$ cat src/rtl/lmem_pkg.sv
// Shared defaults and types for the layer-memory arbiter.
package lmem_pkg;

    localparam int unsigned LMEM_AW       = 12;
    localparam int unsigned LMEM_DW       = 13;
    localparam int unsigned LMEM_MAX_HOLD = 16;

    typedef enum logic [1:0] {
        ST_IDLE   = 2'd0,
        ST_GRANT0 = 2'd1,
        ST_GRANT1 = 2'd2
    } arb_state_e;

    typedef struct packed {
        logic valid;
        logic id;
    } rd_tag_t;

endpackage

$ cat src/rtl/lmem_rd_tag_pipe.sv
// Two-stage {valid, requester-id} pipe; its output stage lines up with the
// cycle in which the memory presents read data.
module lmem_rd_tag_pipe
    import lmem_pkg::*;
(
    input  logic clk,
    input  logic reset,
    input  logic push_valid,
    input  logic push_id,
    output logic rvalid0,
    output logic rvalid1
);

    rd_tag_t s1_q, s1_d;
    rd_tag_t s2_q, s2_d;

    always_comb begin
        s1_d.valid = push_valid;
        s1_d.id    = push_id;
        s2_d       = s1_q;
    end

    always_ff @(posedge clk or negedge reset) begin
        if (!reset) begin
            s1_q <= '0;
            s2_q <= '0;
        end else begin
            s1_q <= s1_d;
            s2_q <= s2_d;
        end
    end

    assign rvalid0 = s2_q.valid && !s2_q.id;
    assign rvalid1 = s2_q.valid &&  s2_q.id;

endmodule

$ cat src/rtl/lmem_arbiter.sv
// Two-requester layer-memory arbiter with lock/hold limit and registered
// memory strobes; read data returns two cycles after accept, in order.
//   state     | meaning
//   ST_IDLE   | no owner; lone valid wins, tie goes to the requester != last_grant
//   ST_GRANT0 | requester 0 owns the port; a cycle with no ready is the turnaround
//   ST_GRANT1 | requester 1 owns the port; a cycle with no ready is the turnaround
module lmem_arbiter
    import lmem_pkg::*;
#(
    parameter int unsigned AW       = LMEM_AW,
    parameter int unsigned DW       = LMEM_DW,
    parameter int unsigned MAX_HOLD = LMEM_MAX_HOLD
) (
    input  logic          clk,
    input  logic          reset,
    input  logic          req0_valid,
    input  logic          req1_valid,
    input  logic          req0_we,
    input  logic          req1_we,
    input  logic          req0_sel,
    input  logic          req1_sel,
    input  logic [AW-1:0] req0_addr,
    input  logic [AW-1:0] req1_addr,
    input  logic [DW-1:0] req0_wdata,
    input  logic [DW-1:0] req1_wdata,
    input  logic          req0_lock,
    input  logic          req1_lock,
    output logic          req0_ready,
    output logic          req1_ready,
    output logic          req0_rvalid,
    output logic          req1_rvalid,
    output logic [DW-1:0] rdata,
    output logic          cwr,
    output logic          crd,
    output logic [AW-1:0] caddr_wr,
    output logic [AW-1:0] caddr_rd,
    output logic [DW-1:0] cdata_wr,
    output logic          csel,
    input  logic [DW-1:0] cdata_rd
);

    localparam int unsigned HW = $clog2(MAX_HOLD + 1);

    arb_state_e    state_q, state_d;
    logic [HW-1:0] hold_q, hold_d;
    logic          last_q, last_d;
    logic [HW-1:0] hold_inc;
    logic          stay0, stay1;
    logic          rdy0, rdy1;

    logic          cwr_q, cwr_d;
    logic          crd_q, crd_d;
    logic [AW-1:0] caddr_wr_q, caddr_wr_d;
    logic [AW-1:0] caddr_rd_q, caddr_rd_d;
    logic [DW-1:0] cdata_wr_q, cdata_wr_d;
    logic          csel_q, csel_d;

    logic          acc0, acc1, acc;
    logic          m_we, m_sel;
    logic [AW-1:0] m_addr;
    logic [DW-1:0] m_wdata;

    assign hold_inc = (hold_q == HW'(MAX_HOLD)) ? hold_q : hold_q + HW'(1);

    assign stay0 = req0_valid &&
                   (hold_q == '0 || !req1_valid || (req0_lock && hold_q < HW'(MAX_HOLD)));
    assign stay1 = req1_valid &&
                   (hold_q == '0 || !req0_valid || (req1_lock && hold_q < HW'(MAX_HOLD)));

    always_comb begin
        state_d = state_q;
        hold_d  = hold_q;
        last_d  = last_q;
        rdy0    = 1'b0;
        rdy1    = 1'b0;
        case (state_q)
            ST_IDLE: begin
                if (req0_valid && (!req1_valid || last_q)) begin
                    rdy0    = 1'b1;
                    state_d = ST_GRANT0;
                    hold_d  = HW'(1);
                    last_d  = 1'b0;
                end else if (req1_valid) begin
                    rdy1    = 1'b1;
                    state_d = ST_GRANT1;
                    hold_d  = HW'(1);
                    last_d  = 1'b1;
                end
            end
            ST_GRANT0: begin
                if (stay0) begin
                    rdy0   = 1'b1;
                    hold_d = hold_inc;
                    last_d = 1'b0;
                end else begin
                    hold_d  = '0;
                    state_d = req1_valid ? ST_GRANT1 : ST_IDLE;
                end
            end
            ST_GRANT1: begin
                if (stay1) begin
                    rdy1   = 1'b1;
                    hold_d = hold_inc;
                    last_d = 1'b1;
                end else begin
                    hold_d  = '0;
                    state_d = req0_valid ? ST_GRANT0 : ST_IDLE;
                end
            end
            default: begin
                state_d = ST_IDLE;
                hold_d  = '0;
            end
        endcase
    end

    // Ready is forced low while reset is held, even though IDLE would grant.
    assign req0_ready = rdy0 && reset;
    assign req1_ready = rdy1 && reset;

    assign acc0 = req0_valid && req0_ready;
    assign acc1 = req1_valid && req1_ready;
    assign acc  = acc0 || acc1;

    always_comb begin
        m_we    = req0_we;
        m_sel   = req0_sel;
        m_addr  = req0_addr;
        m_wdata = req0_wdata;
        if (acc1) begin
            m_we    = req1_we;
            m_sel   = req1_sel;
            m_addr  = req1_addr;
            m_wdata = req1_wdata;
        end
    end

    always_comb begin
        cwr_d      = acc && m_we;
        crd_d      = acc && !m_we;
        caddr_wr_d = caddr_wr_q;
        caddr_rd_d = caddr_rd_q;
        cdata_wr_d = cdata_wr_q;
        csel_d     = csel_q;
        if (acc) begin
            csel_d = m_sel;
            if (m_we) begin
                caddr_wr_d = m_addr;
                cdata_wr_d = m_wdata;
            end else begin
                caddr_rd_d = m_addr;
            end
        end
    end

    always_ff @(posedge clk or negedge reset) begin
        if (!reset) begin
            state_q    <= ST_IDLE;
            hold_q     <= '0;
            last_q     <= 1'b1;
            cwr_q      <= 1'b0;
            crd_q      <= 1'b0;
            caddr_wr_q <= '0;
            caddr_rd_q <= '0;
            cdata_wr_q <= '0;
            csel_q     <= 1'b0;
        end else begin
            state_q    <= state_d;
            hold_q     <= hold_d;
            last_q     <= last_d;
            cwr_q      <= cwr_d;
            crd_q      <= crd_d;
            caddr_wr_q <= caddr_wr_d;
            caddr_rd_q <= caddr_rd_d;
            cdata_wr_q <= cdata_wr_d;
            csel_q     <= csel_d;
        end
    end

    assign cwr      = cwr_q;
    assign crd      = crd_q;
    assign caddr_wr = caddr_wr_q;
    assign caddr_rd = caddr_rd_q;
    assign cdata_wr = cdata_wr_q;
    assign csel     = csel_q;
    assign rdata    = cdata_rd;

    lmem_rd_tag_pipe u_rd_tag_pipe (
        .clk       (clk),
        .reset     (reset),
        .push_valid(acc && !m_we),
        .push_id   (acc1),
        .rvalid0   (req0_rvalid),
        .rvalid1   (req1_rvalid)
    );

endmodule

$ cat config.mk
export PLATFORM = sky130hd
export DESIGN_NAME = lmem_arbiter
export DESIGN_NICKNAME = d
export VERILOG_FILES = /design/src/rtl/lmem_pkg.sv /design/src/rtl/lmem_rd_tag_pipe.sv /design/src/rtl/lmem_arbiter.sv
export SDC_FILE = /design/constraint.sdc
export NUM_CORES = 1
export LEC_CHECK = 0
export BUFFER_PORTS_ARGS = -buffer_cell sky130_fd_sc_hd__buf_2
export CORE_MARGIN = 5
export CORE_UTILIZATION = 40
export DETAILED_ROUTE_END_ITERATION = 8
export PLACE_DENSITY_LB_ADDON = 0.2
export SLEW_MARGIN = 40
export SYNTH_ARGS = -nofsm -noshare
export SYNTH_HDL_FRONTEND = slang
export SYNTH_SLANG_ARGS = --single-unit
$ cat constraint.sdc
create_clock -name clk -period 3.5 [get_ports clk]
set_input_delay 0.7 -clock clk [delete_from_list [all_inputs] [get_ports clk]]
set_output_delay 0.7 -clock clk [all_outputs]
set_load 0.1 [all_outputs]
==> results.py <==
metrics = {
    "synthesis": {
        "synth.net_count": 376,
        "synth.lib_cells_used.distinct": 39,
        "post_synth_main_area_contributors": "dfrtp_1 (45%), a222oi_1 (13%), inv_1 (10%)",
        "netlist.top_cell.by_area": "dfrtp_1",
        "yosysSeqAreaShare": 0.464,
        "syn_area_per_cell_um2": 9.27,
        "synth_edf_count": 0,
        "synth_compound_gate_area_share": 0.216,
        "postSynth.asyncResetShare": 1.00,
        "post_synth_fa_ha_maj_area_fraction": 0.0273,
        "synth_top_area_frac": 0.455,
        "simple_gate_area_share_of_the_yosys_netlist": 0.111,
        "synthesis.instances": 297,
        "yosysWarningCount": 0,
        "mappedNetlistArea_mm2": 0.00275,
        "postSynthRegisterBits": 51,
        "yosys-mux-area-fraction": 0.00727,
        "synth_flop_cell": "dfrtp_1",
        "dominant_combinational_cell_family_by_area_after_synthesis": "compound AO/OA/AOI/OAI gates",
        "synth-xor-area-share": 0,
    },
    "floorplan": {
        "floorplan.initialDensity": 0.407,
        "chipWidth_um": 93.0,
        "die_y_extent_um": 93.0,
        "pin_count": 130,
        "floorplan.die_area_mm2": 0.00864,
        "floorplan.rows": 30,
        "core_mm2": 0.00676,
    },
    "detailed_routing": {
        "ant_nets": 0,
        "detailroute.via_count": 2533,
        "drcViolationCount": 2,
        "drt-wirelength-per-cell_um": 16.5,
        "drt_first_iter_violations": 251,
        "drt_pre_antenna_iters": 9,
        "totalWireLength_um": 7700,
        "routed_via_density": 5.44,
    },
    "grt": {
        "globalRouteOverflowTotal": 0,
        "grt_max_degree": 50,
        "globalRouteMet1Util": 0.240,
        "globalRouteTotalUtil": 0.181,
        "grt_first_pass_wirelength_um": 12400,
        "gr-usage-met3": 0.0520,
        "gr-usage-met2": 0.294,
        "antenna_found_initial": 0,
        "number_of_global_route_vias_before_repair": 2513,
        "grt-busiest-layer": "met2",
    },
    "setup_path": {
        "crit_fanout": 5,
        "critical_path.slowest_cell": "or4b_4",
        "timing.setup.critical_path_class": "reg2out",
        "worstPathArrival_ps": 2390,
        "critical_path.max_stage_delay_ps": 490,
        "timing.critical_path.cells": "inv_1 > ha_1 > or4b_4 > a31oi_1 > o211a_1 > buf_2",
        "critPathTopFamily": "buffers and inverters",
        "critical_path_sink_type": "primary output",
        "worst-endpoint-required_ps": 2800,
        "path_buf_inv": 2,
        "startpoint_type": "register",
    },
    "final_layout": {
        "layout_common_cells": "buf_2 (102), inv_1 (74), dfrtp_1 (50)",
        "proportion_of_layout_cells_with_a_drive_suffix_above_1": 0.319,
        "syn2layout_area_growth_pct": 21.1,
        "antenna-diode-count": 0,
        "layout.cells.most_common": "buf_2",
        "finalNetCount": 464,
    },
    "clock_tree": {
        "ctsHoldBuffers": 0,
        "clkTransAtPathRegs_ps": 90,
        "cts_htree_levels": 2,
        "max-clock-path-buffers": 2,
        "cts.sink_count": 51,
        "clock_latency_ps": 300,
        "numCtsBuffers": 5,
        "cts_resized": 0,
        "cts_root_buf": "clkbuf_8",
        "tritoncts_clock_tree": "yes",
        "postCtsSetupRepairBufs": 0,
    },
    "sta": {
        "count_of_endpoints_failing_hold_in_the_final_timing_report": 0,
        "total_negative_slack_ps": 0,
        "final_min_period_over_clock_period": 0.882,
        "finalSetupViolations": 0,
        "report.final.slew_viol_count": 0,
        "rsz0062_at_grt": "no",
        "timing_limited_maximum_frequency_mhz": 324,
        "finalWorstPathRequiredPeriod_ps": 3090,
        "worst_pin_slew_ps": 628,
        "slew_headroom": 0.581,
        "finClkSkew_ps": 5.71,
    },
    "run_status": {
        "status": "complete, but fails checks",
        "violations_in_the_final_reports": "design-rule violations",
    },
    "worst_hold_path": {
        "worstHoldPathType": "in2async",
    },
    "placement": {
        "io_buffers": 103,
        "place.gp.congestion": 0.863,
        "post-dp-hpwl_um": 5370,
    },
    "flow_run": {
        "cap_violations": 0,
    },
}
==> metal layers <==
metal  wire, um  vias to the layer above
met4         55                        0
met1       3130                     1205
met3        736                        6
met2       3780                      128
met5          0                        -
li1           -                     1194
==> final cells by class <==
type / instances / area, um^2
Multi-Input combinational cell: 142 / 1000
Clock inverter: 1 / 8.76
Clock buffer: 7 / 86.3
Timing Repair Buffer: 109 / 576
Sequential cell: 51 / 1280
Tap cell: 80 / 100
Fill cell: 654 / 3420
Inverter: 76 / 285
==> path summary, 6_finish.rpt <==
path	endpoint	from	slack, ps	cells after the start
setup / recovery	req0_ready	hold_q[0]	410	6
hold / removal	csel	reset	210	1
setup reg to reg	caddr_rd[5]	hold_q[0]	900	9
hold reg to reg	u_rd_tag_pipe.s2_q[0]	u_rd_tag_pipe.s1_q[0]	360	0
max in group asynchronous	state_q[0]	reset	2460	2
min in group clk	u_rd_tag_pipe.s2_q[0]	u_rd_tag_pipe.s1_q[0]	360	0
==> flip-flops by register name (all words and copies together), names as in the netlist <==
name and flops:
u_rd_tag_pipe.s1_q 2, u_rd_tag_pipe.s2_q 2, caddr_wr 12, caddr_rd 12, csel 1, cwr 1, last_q 1, hold_q 5
state_q 2, cdata_wr 13
==> worst register-to-register path, cell delays in order (launching register included) <==
cell	delay, ps
dfrtp_1	410
inv_1	100
ha_1	170
or4b_4	490
a211o_1	320
a21oi_1	170
buf_4	220
a31oi_1	70
buf_4	210
a222oi_1	330
==> through the flow <==
step                      utilization  instances  hold WS (ps)  worst slack, ps  cell area (um^2)
after detailed placement        0.479        458           335              752              3240
after CTS                       0.493        466           200              401              3330
after floorplan                     -        297           331              540              2750
after global routing            0.493        466           198              294              3330
after global placement          0.479        458           334              805              3230
final                           0.493        466           207              413              3330
==> cells by family (layout without fill, tap and decap cells) <==
kind of cell	Yosys count	after routing
compound gates	69	69
flops	51	51
simple gates	65	65
mux	2	2
fa+ha+maj	6	6
buf+inv	104	193
==> synthesized netlist by cell type, types with 3 or more instances <==
cell type	instances
a21oi_1	8
a222oi_1	37
a31oi_1	5
and2_1	3
buf_2	3
buf_4	13
buf_6	5
clkbuf_1	7
dfrtp_1	50
ha_1	6
inv_1	74
nand2b_1	4
nand3_1	4
nor2_1	42
o21ai_0	5
Power is not shown: default switching activity piles up to over one toggle a cycle in this logic, so the estimate is an artifact.
